<file path="config.mk">
export PLATFORM = sky130hd
export DESIGN_NAME = stream_sequencer
export DESIGN_NICKNAME = d
export VERILOG_FILES = /design/src/rtl/stream_sequencer.sv
export SDC_FILE = /design/constraint.sdc
export NUM_CORES = 1
export LEC_CHECK = 0
export CAP_MARGIN = 15
export CORE_MARGIN = 3
export CORE_UTILIZATION = 31
export DETAILED_ROUTE_END_ITERATION = 16
export HOLD_SLACK_MARGIN = 0.12
export MAX_ROUTING_LAYER = met4
export SLEW_MARGIN = 20
export SYNTH_ARGS = -nofsm -noshare
export SYNTH_HDL_FRONTEND = slang
export SYNTH_SLANG_ARGS = --single-unit
</file>
<file path="constraint.sdc">
create_clock -name clk -period 52.8 [get_ports clk]
set_input_delay 7.92 -clock clk [delete_from_list [all_inputs] [get_ports clk]]
set_output_delay 7.92 -clock clk [all_outputs]
set_load 0.01 [all_outputs]
</file>
<file path="src/rtl/stream_sequencer.sv">
// -----------------------------------------------------------------------------
// stream_sequencer
//
// Plays a table of up to NUM_DESC stream segments through the DDR3 stream read
// master, back to back and optionally looping. For every segment the block
// resets the read master, programs base/end/step/rate, starts it, then polls
// the done flag every POLL_GAP idle cycles until the segment completes. The
// host loads descriptors and controls the sequence over an Avalon-MM slave.
//
// Ports:
//   clk, rst        system clock, asynchronous active-high reset
//   avs_*           host CSR slave (5-bit word address, 32-bit data);
//                   avs_readdata is registered with 1-cycle latency
//   rm_*            read master CSR port (3-bit address, 32-bit data);
//                   rm_readdata is valid exactly 1 cycle after rm_read
//   busy            a sequence is active
//   seq_done        sticky, the last sequence ran to completion
//
// Host map (word addresses):
//   0x00 CTRL      W: bit0 start (pulse), bit1 loop (stored), bit2 abort (pulse)
//   0x01 STATUS    R: {30'b0, seq_done, busy}
//   0x02 DESC_CNT  RW [2:0], clamped to NUM_DESC when a sequence starts
//   0x03 CUR_IDX   R: descriptor currently being played
//   0x04 SEG_DONE  R: segments completed since the last start (wraps)
//   0x08+4*i+k     RW descriptor i, k = 0 base, 1 end, 2 step, 3 rate
//   anything else  reads 0xDEADBEEF, writes ignored
// -----------------------------------------------------------------------------
module stream_sequencer #(
   parameter int NUM_DESC = 4,   // descriptor table depth, power of 2, max 4
   parameter int POLL_GAP = 8    // idle cycles between done polls, >= 1
) (
   input  logic        clk,
   input  logic        rst,
   input  logic [4:0]  avs_addr,
   input  logic        avs_write,
   input  logic [31:0] avs_writedata,
   input  logic        avs_read,
   output logic [31:0] avs_readdata,
   output logic [2:0]  rm_addr,
   output logic        rm_write,
   output logic [31:0] rm_writedata,
   output logic        rm_read,
   input  logic [31:0] rm_readdata,
   output logic        busy,
   output logic        seq_done
);

   localparam int          IW       = (NUM_DESC > 1) ? $clog2(NUM_DESC) : 1;
   localparam int          GW       = $clog2(POLL_GAP + 1);
   localparam logic [2:0]  MAX_CNT  = 3'(NUM_DESC);
   localparam logic [31:0] UNMAPPED = 32'hDEAD_BEEF;

   // Read master CSR map
   localparam logic [2:0] RM_BASE  = 3'd0;
   localparam logic [2:0] RM_END   = 3'd1;
   localparam logic [2:0] RM_STEP  = 3'd2;
   localparam logic [2:0] RM_RATE  = 3'd3;
   localparam logic [2:0] RM_START = 3'd4;
   localparam logic [2:0] RM_DONE  = 3'd5;
   localparam logic [2:0] RM_RESET = 3'd6;

   typedef enum logic [3:0] {
      S_IDLE,
      S_RM_RST,
      S_WR_BASE,
      S_WR_END,
      S_WR_STEP,
      S_WR_RATE,
      S_WR_START,
      S_GAP,
      S_POLL,
      S_POLL_WAIT,
      S_NEXT,
      S_FIN
   } state_t;

   state_t state_q, state_d;

   // Host-visible configuration
   logic [31:0] desc_q [NUM_DESC][4];
   logic        loop_q;
   logic [2:0]  desc_cnt_q;

   // Sequencer datapath
   logic [IW-1:0] idx_q;
   logic [2:0]    run_cnt_q;     // DESC_CNT as clamped at start
   logic [GW-1:0] gap_q;
   logic [31:0]   seg_done_q;

   // FSM strobes into the datapath
   logic run_start, empty_start, seg_inc, idx_adv, idx_wrap;
   logic seq_finish, seq_abort;

   // ---------------------------------------------------------------------------
   // Host decode
   // ---------------------------------------------------------------------------
   logic          ctrl_wr, start_cmd, abort_cmd;
   logic [2:0]    desc_slot;
   logic          desc_hit;
   logic [IW-1:0] desc_idx;
   logic [1:0]    desc_fld;
   logic [2:0]    cnt_clamped;
   logic [31:0]   rd_mux;

   assign ctrl_wr     = avs_write && (avs_addr == 5'h00);
   // A start carried in the same write as an abort is dropped.
   assign start_cmd   = ctrl_wr && avs_writedata[0] && !avs_writedata[2];
   assign abort_cmd   = ctrl_wr && avs_writedata[2];

   // Descriptor window starts at 0x08, four words per descriptor.
   assign desc_slot   = avs_addr[4:2] - 3'd2;
   assign desc_hit    = (avs_addr >= 5'h08) && (desc_slot < MAX_CNT);
   assign desc_idx    = desc_slot[IW-1:0];
   assign desc_fld    = avs_addr[1:0];

   assign cnt_clamped = (desc_cnt_q > MAX_CNT) ? MAX_CNT : desc_cnt_q;

   // Only the done bit of the read master status is meaningful.
   logic unused_rm_bits;
   assign unused_rm_bits = &{1'b0, rm_readdata[31:1]};

   always_comb begin
      rd_mux = UNMAPPED;
      case (avs_addr)
         5'h00:   rd_mux = {29'd0, 1'b0, loop_q, 1'b0};
         5'h01:   rd_mux = {30'd0, seq_done, busy};
         5'h02:   rd_mux = {29'd0, desc_cnt_q};
         5'h03:   rd_mux = 32'(idx_q);
         5'h04:   rd_mux = seg_done_q;
         default: if (desc_hit) rd_mux = desc_q[desc_idx][desc_fld];
      endcase
   end

   always_ff @(posedge clk or posedge rst) begin
      if (rst) begin
         loop_q       <= 1'b0;
         desc_cnt_q   <= 3'd0;
         avs_readdata <= 32'd0;
         // NOTE: the descriptor table is cleared on reset so a start issued
         // after rst can never replay segments left over from before it.
         for (int i = 0; i < NUM_DESC; i++) begin
            for (int k = 0; k < 4; k++) begin
               desc_q[i][k] <= 32'd0;
            end
         end
      end else begin
         if (avs_write) begin
            if (avs_addr == 5'h00) loop_q     <= avs_writedata[1];
            if (avs_addr == 5'h02) desc_cnt_q <= avs_writedata[2:0];
            if (desc_hit)          desc_q[desc_idx][desc_fld] <= avs_writedata;
         end
         if (avs_read) avs_readdata <= rd_mux;
      end
   end

   // ---------------------------------------------------------------------------
   // Sequencer FSM: state register
   // ---------------------------------------------------------------------------
   always_ff @(posedge clk or posedge rst) begin
      if (rst) state_q <= S_IDLE;
      else     state_q <= state_d;
   end

   // ---------------------------------------------------------------------------
   // Sequencer FSM: next state and read master strobes. The rm_* outputs are
   // decoded straight from the state register, so they drop as soon as rst
   // forces the state back to IDLE.
   // ---------------------------------------------------------------------------
   always_comb begin
      // NOTE: every output of this block gets a default here; any path that
      // skipped an assignment would otherwise infer a latch.
      state_d      = state_q;
      rm_addr      = 3'd0;
      rm_write     = 1'b0;
      rm_writedata = 32'd0;
      rm_read      = 1'b0;
      run_start    = 1'b0;
      empty_start  = 1'b0;
      seg_inc      = 1'b0;
      idx_adv      = 1'b0;
      idx_wrap     = 1'b0;
      seq_finish   = 1'b0;
      seq_abort    = 1'b0;

      case (state_q)
         S_IDLE: begin
            if (start_cmd) begin
               if (cnt_clamped != 3'd0) begin
                  run_start = 1'b1;
                  state_d   = S_RM_RST;
               end else begin
                  empty_start = 1'b1;
               end
            end
         end
         S_RM_RST: begin
            rm_write = 1'b1;
            rm_addr  = RM_RESET;
            state_d  = S_WR_BASE;
         end
         S_WR_BASE: begin
            rm_write     = 1'b1;
            rm_addr      = RM_BASE;
            rm_writedata = desc_q[idx_q][0];
            state_d      = S_WR_END;
         end
         S_WR_END: begin
            rm_write     = 1'b1;
            rm_addr      = RM_END;
            rm_writedata = desc_q[idx_q][1];
            state_d      = S_WR_STEP;
         end
         S_WR_STEP: begin
            rm_write     = 1'b1;
            rm_addr      = RM_STEP;
            rm_writedata = desc_q[idx_q][2];
            state_d      = S_WR_RATE;
         end
         S_WR_RATE: begin
            rm_write     = 1'b1;
            rm_addr      = RM_RATE;
            rm_writedata = desc_q[idx_q][3];
            state_d      = S_WR_START;
         end
         S_WR_START: begin
            rm_write     = 1'b1;
            rm_addr      = RM_START;
            rm_writedata = 32'd1;
            state_d      = S_GAP;
         end
         S_GAP: begin
            if (gap_q == '0) state_d = S_POLL;
         end
         S_POLL: begin
            rm_read = 1'b1;
            rm_addr = RM_DONE;
            state_d = S_POLL_WAIT;
         end
         S_POLL_WAIT: begin
            state_d = rm_readdata[0] ? S_NEXT : S_GAP;
         end
         S_NEXT: begin
            seg_inc = 1'b1;
            if ((3'(idx_q) + 3'd1) < run_cnt_q) begin
               idx_adv = 1'b1;
               state_d = S_RM_RST;
            end else if (loop_q) begin
               idx_wrap = 1'b1;
               state_d  = S_RM_RST;
            end else begin
               seq_finish = 1'b1;
               state_d    = S_FIN;
            end
         end
         S_FIN: begin
            rm_write = 1'b1;
            rm_addr  = RM_RESET;
            state_d  = S_IDLE;
         end
         default: state_d = S_IDLE;
      endcase

      // Abort overrides whatever the active state decided and takes the
      // cleanup path; the segment in flight is not counted.
      if (abort_cmd && (state_q != S_IDLE)) begin
         state_d    = S_FIN;
         seq_abort  = 1'b1;
         seg_inc    = 1'b0;
         idx_adv    = 1'b0;
         idx_wrap   = 1'b0;
         seq_finish = 1'b0;
      end
   end

   // ---------------------------------------------------------------------------
   // Sequencer datapath
   // ---------------------------------------------------------------------------
   always_ff @(posedge clk or posedge rst) begin
      if (rst) begin
         idx_q      <= '0;
         run_cnt_q  <= 3'd0;
         gap_q      <= '0;
         seg_done_q <= 32'd0;
         busy       <= 1'b0;
         seq_done   <= 1'b0;
      end else begin
         // NOTE: all state here is updated with non-blocking assignments so
         // every register samples the pre-edge values of its neighbours.
         // The gap counter is preloaded everywhere outside GAP, so each GAP
         // visit lasts exactly POLL_GAP cycles.
         if (state_q != S_GAP)  gap_q <= GW'(POLL_GAP - 1);
         else if (gap_q != '0)  gap_q <= gap_q - GW'(1);

         if (run_start || empty_start) seg_done_q <= 32'd0;
         else if (seg_inc)             seg_done_q <= seg_done_q + 32'd1;

         if (run_start || idx_wrap) idx_q <= '0;
         else if (idx_adv)          idx_q <= idx_q + IW'(1);

         if (run_start) run_cnt_q <= cnt_clamped;

         if (run_start) begin
            busy     <= 1'b1;
            seq_done <= 1'b0;
         end else if (empty_start) begin
            seq_done <= 1'b1;
         end else if (seq_finish) begin
            busy     <= 1'b0;
            seq_done <= 1'b1;
         end else if (seq_abort) begin
            busy     <= 1'b0;
            seq_done <= 1'b0;
         end
      end
   end

endmodule

</file>
### Word-level counts from Yosys, hierarchy flattened

Cells that the tools add are included.

| cells by class | value |
|---|---|
| reductions and logical operators | 29 |
| $add $sub $neg | 5 |
| equality and inequality tests | 20 |
| bitwise operators | 3 |
| muxes and demuxes | 62 |
| magnitude comparators | 9 |

Operators with widths:

| kind | number |
|---|---|
| $mux W128 | 5 |
| $bmux W128 S2 | 2 |
| $bwmux W512 | 1 |
| $pmux W32 S5 | 2 |
| $demux W128 S2 | 1 |
| $mux W32 | 6 |
| $bmux W32 S2 | 1 |
| $demux W32 S2 | 1 |
| $pmux W4 S11 | 1 |
| $mux W4 | 9 |
| $add A32 B1 Y32 const B | 1 |
| $mux W1 | 29 |
| $pmux W3 S6 | 1 |
| $eq A4 B3 Y1 const B | 4 |
| $eq A4 B4 Y1 const B | 4 |
| $reduce_bool A4 Y1 | 3 |
| $eq A5 B2 Y1 const B | 2 |
| $ge A3 B3 Y1 const B | 3 |
| $ne A3 B3 Y1 const B | 3 |
| $not A2 Y3 | 3 |
| $eq A4 B2 Y1 const B | 2 |
| $logic_and A1 B1 Y1 | 8 |
| $logic_not A4 Y1 | 2 |
| $reduce_and A2 Y1 | 4 |
| 24 further kinds | 30 |

| storage, ports and cells | value |
|---|---|
| logic and storage cells | 154 |
| output and inout port bits | 71 |
| flip-flop bits (word level) | 595 |
| input port bits | 73 |

### Logic depth before layout (Yosys ltp)

| depth | value |
|---|---|
| depth in word-level cells | 10 |
| mapped depth | 9 |
| gate-level depth less buffers | 7 |

### Worst setup path after synthesis

Ideal clock, no wire load.

| timing | value |
|---|---|
| path kind | reg2out |
| start point | register idx_q[0] |
| end point | output port rm_writedata[18] |
| required time | 44.880 ns |
| path buffers | 3 |
| setup slack | 43.003 ns |
| arrival time | 1.877 ns |
| stages on the path, launching flop included | 7 |
| cells stage by stage | dfrtp_1 buf_2 buf_4 buf_1 mux4_2 a22oi_1 nand2_1 |

| between the ends | value |
|---|---|
| word-level cells in the longest chain between the ends | 5 |

RTL lines:

| element | line | text |
|---|---|---|
| from (decl) | 85 | `logic [IW-1:0] idx_q;` |
| from (signal assigned) | 298 | `else if (idx_adv) idx_q <= idx_q + IW'(1);` |
| $not A2 Y3 (implied by the code) | n/a |  |
| $bmux W128 S2 | n/a |  |
| $mux W128 (implied by the code) (2 in series) | 222 | `rm_writedata = desc_q[idx_q][3];` |
| $pmux W32 S5 | 185 | `case (state_q)` |
| to (decl) | 41 | `output logic [31:0] rm_writedata,` |

No other way between the ends. The select of a mux whose other input is x is not followed.

### Worst setup path after layout

| timing | value |
|---|---|
| start point | register idx_q[0] |
| end point | output port rm_writedata[17] |

Same word-level chain as after synthesis.

==> flow_summary.toml <==
[outcome]
status = "finished, final reports clean"

[yosys]
synth_nets = 2356
synth.distinct_cells = 65
syn_inst = 2278
post-synth-top-area-cell = "dfrtp_1"
synth_seq_cells = 595
synth_compound_area_share_pct = 7.16
synth_edf_count = 0
yosysSeqAreaShare_pct = 47.7
synth.top_cell.area_share_pct = 47.7
syn_area_per_cell_um2 = 13.7
synthArstFlopShare_pct = 100
ys_top_cells_by_area = "dfrtp_1 48%, mux2_2 18%, mux4_2 14%"
synth_xor_area_share_pct = 0.562
synth_top_family_by_area = "multiplexers"
ys.flop_type = "dfrtp_1"
synth_mux_area_share_pct = 36.6
yosys_warnings = 0
netlist_area_um2 = 31200
synth-simple-area-share_pct = 4.65
synth-adder-area-share_pct = 0.201

[global_routing]
grt_usage_pct = 19.6
antenna_found_initial = 15
overflow = 0
grt_pass1_wl_mm = 148
grt_max_degree = 157
grt_pass1_vias = 22100

[timing]
tightest_slew_ns = 1.26
finalSetupTns_ns = 0
period_share_pct = 23.0
rsz0062_at_grt = "false"
min_period_ns = 12.13
relSlewSlack_pct = 15.3
fmax_mhz = 82.4
setup_slack_ns = 40.67
finalHoldViolCount = 0
setup_viol = 0
finalClockSkew_ns = 0.0209
slew_viol_final = 0

[worst_setup_path]
critPathSlowestCell = "dfrtp_4"
rrSetupSlack_ns = 49.53
crit_path_start = "idx_q[0]"
r2r_cells = 8
rr_endpoint = "state_q[1]"
critPathCapture = "rm_writedata[17]"
crit_cells = 5
worstPathMaxFanout = 103
worst-setup-path-type = "flip-flop to output port"
cp-start-kind = "flip-flop"
cp-end-kind = "output port"
critPathTopFamily = "buffers and inverters"
r2r-start = "idx_q[0]"
worst-path-buf-inv = 2
cp.arrival_ns = 4.21
slowest_delay_ns = 0.88
crit_chain = "buf_12 > mux4_2 > a22o_1 > a221o_1 > clkdlybuf4s50_1"
required_ns = 44.88

[placed_design]
io_buffers = 112
dpl_worst_slack_ns = 40.69
placed_area_um2 = 33500
dp_hpwl_mm = 61.3
gp_congestion = 0.797

[floorplanning]
fp-row-count = 115
die_y_um = 323
boundaryPins = 144
core_um2 = 99100
dieArea_um2 = 104000
die_x_um = 323
initial_core_util_pct = 31.5

[flow_run]
maxCapViolCount = 0

[detailed_routing]
postRouteAntennaNets = 0
wire_per_inst_um = 27.5
drcViolationCount = 0
viasPerCell = 5.79
routed-via-count = 21100
drtPass1Iterations = 5
wl_mm = 100
drt-initial-drc-count = 1881

[layout]
nets = 2383
layout_common_cells = "593 x dfrtp_1, 507 x mux2_2, 194 x mux4_2"
final_cell_area_um2 = 35800
final_common_cell = "dfrtp_1"
drive_gt1_share_pct = 37.8
area_growth_syn_to_layout_pct = 14.7

[pwr]
power_mw = 1.53
power.density_nw_per_um2 = 42.9
leakage_nw = 15.0
peakVddDrop_v = 0.0000390

[clock_network]
cts_made_buffers = 70
cts.sinks = 595
cts-hold-fix-buffers = 0
cts_root_buf = "clkbuf_16"
post-cts-setup-buffers = 0
ctsHtreeMaxLevel = 3
tritoncts = "done"
clk_pin_slew_ns = 0.06
cts_resized = 0
clock_latency_ns = 0.62
clockBufferDepth = 3

[hold_path]
min_from = "desc_q[354]"
hold_path_class = "flip-flop to flip-flop"
## how the worst min path moves through the flow
stage	endpoint	depth (start not counted)
after floorplan	run_cnt_q[1]	1
after global routing	desc_q[370]	1
final	desc_q[354]	1
after detailed placement	desc_q[370]	1
after global placement	desc_q[376]	1
after CTS	desc_q[370]	1
## power by group
group,switching [mW],leakage [nW],internal (mW)
registers,0.0817,7.60,0.541
logic,0.197,6.25,0.232
clock network,0.195,1.12,0.287
## cells in the mapped netlist (all sizes together), types with 3 or more instances
master  number
a21oi       44
a221o       15
a22o        31
a22oi       51
a311o        8
a31oi       23
and3         6
buf        114
clkbuf      88
dfrtp      595
ha           5
inv         11
mux2       518
mux2i      122
mux4       194
nand2       74
nand2b       8
nand3       19
nand4       20
nor2        71
nor2b       28
nor3        25
nor4         3
o211ai       3
o21ai       91
o221ai       9
o22ai       29
o311ai       3
o31ai        8
or3          5
or4          7
xnor2        4
xor2        16
## per-stage QoR
step | cells | util, % | hold slack [ns]
2_1_floorplan | 2278 | - | 0.466
3_3_place_gp | 3520 | 33.8 | 0.482
3_5_place_dp | 3520 | 33.8 | 0.501
4_1_cts | 3644 | 36.1 | 0.514
5_1_grt | 3650 | 36.1 | 0.526
6_report | 3650 | 36.1 | 0.518
## registers in the layout, indices dropped and copies added, names as in the netlist
| signal | cells |
|---|---|
| idx_q | 2 |
| loop_q | 1 |
| seg_done_q | 32 |
| run_cnt_q | 3 |
| desc_cnt_q | 3 |
| avs_readdata | 32 |
| gap_q | 4 |
| state_q | 4 |
| desc_q | 512 |
| busy | 1 |
| seq_done | 1 |
## final cells by class
type                            count  area (um2)
Inverter                           11        48.8
Antenna cell                        6        15.0
Multi-Input combinational cell   1470       15500
Clock inverter                     13         130
Sequential cell                   595       14900
Timing Repair Buffer              157        1490
Fill cell                        9281       63300
Clock buffer                      111        2140
Tap cell                         1287        1610
## cells by family (layout without fill, tap and decap cells)
logic type               count (synthesis)  after routing
multiplexers                           834            834
flip-flops                             595            595
AO/OA/AOI/OAI                          332            332
AND/OR/NAND/NOR                        279            279
buffers and inverters                  213            292
XOR/XNOR                                20             20
adder cells (fa/ha/maj)                  5              5
other                                    0              6
## routing by layer
| metal | vias to the layer above | track usage (%) | wire length [um] |
|---|---|---|---|
| li1 | 8786 | - | - |
| met1 | 11300 | 24.9 | 41300 |
| met2 | 841 | 31.1 | 48400 |
| met3 | 205 | 3.87 | 7120 |
| met4 | 0 | 7.17 | 3370 |
| met5 | - | - | 0 |
Power figures use the tool's default switching activity.
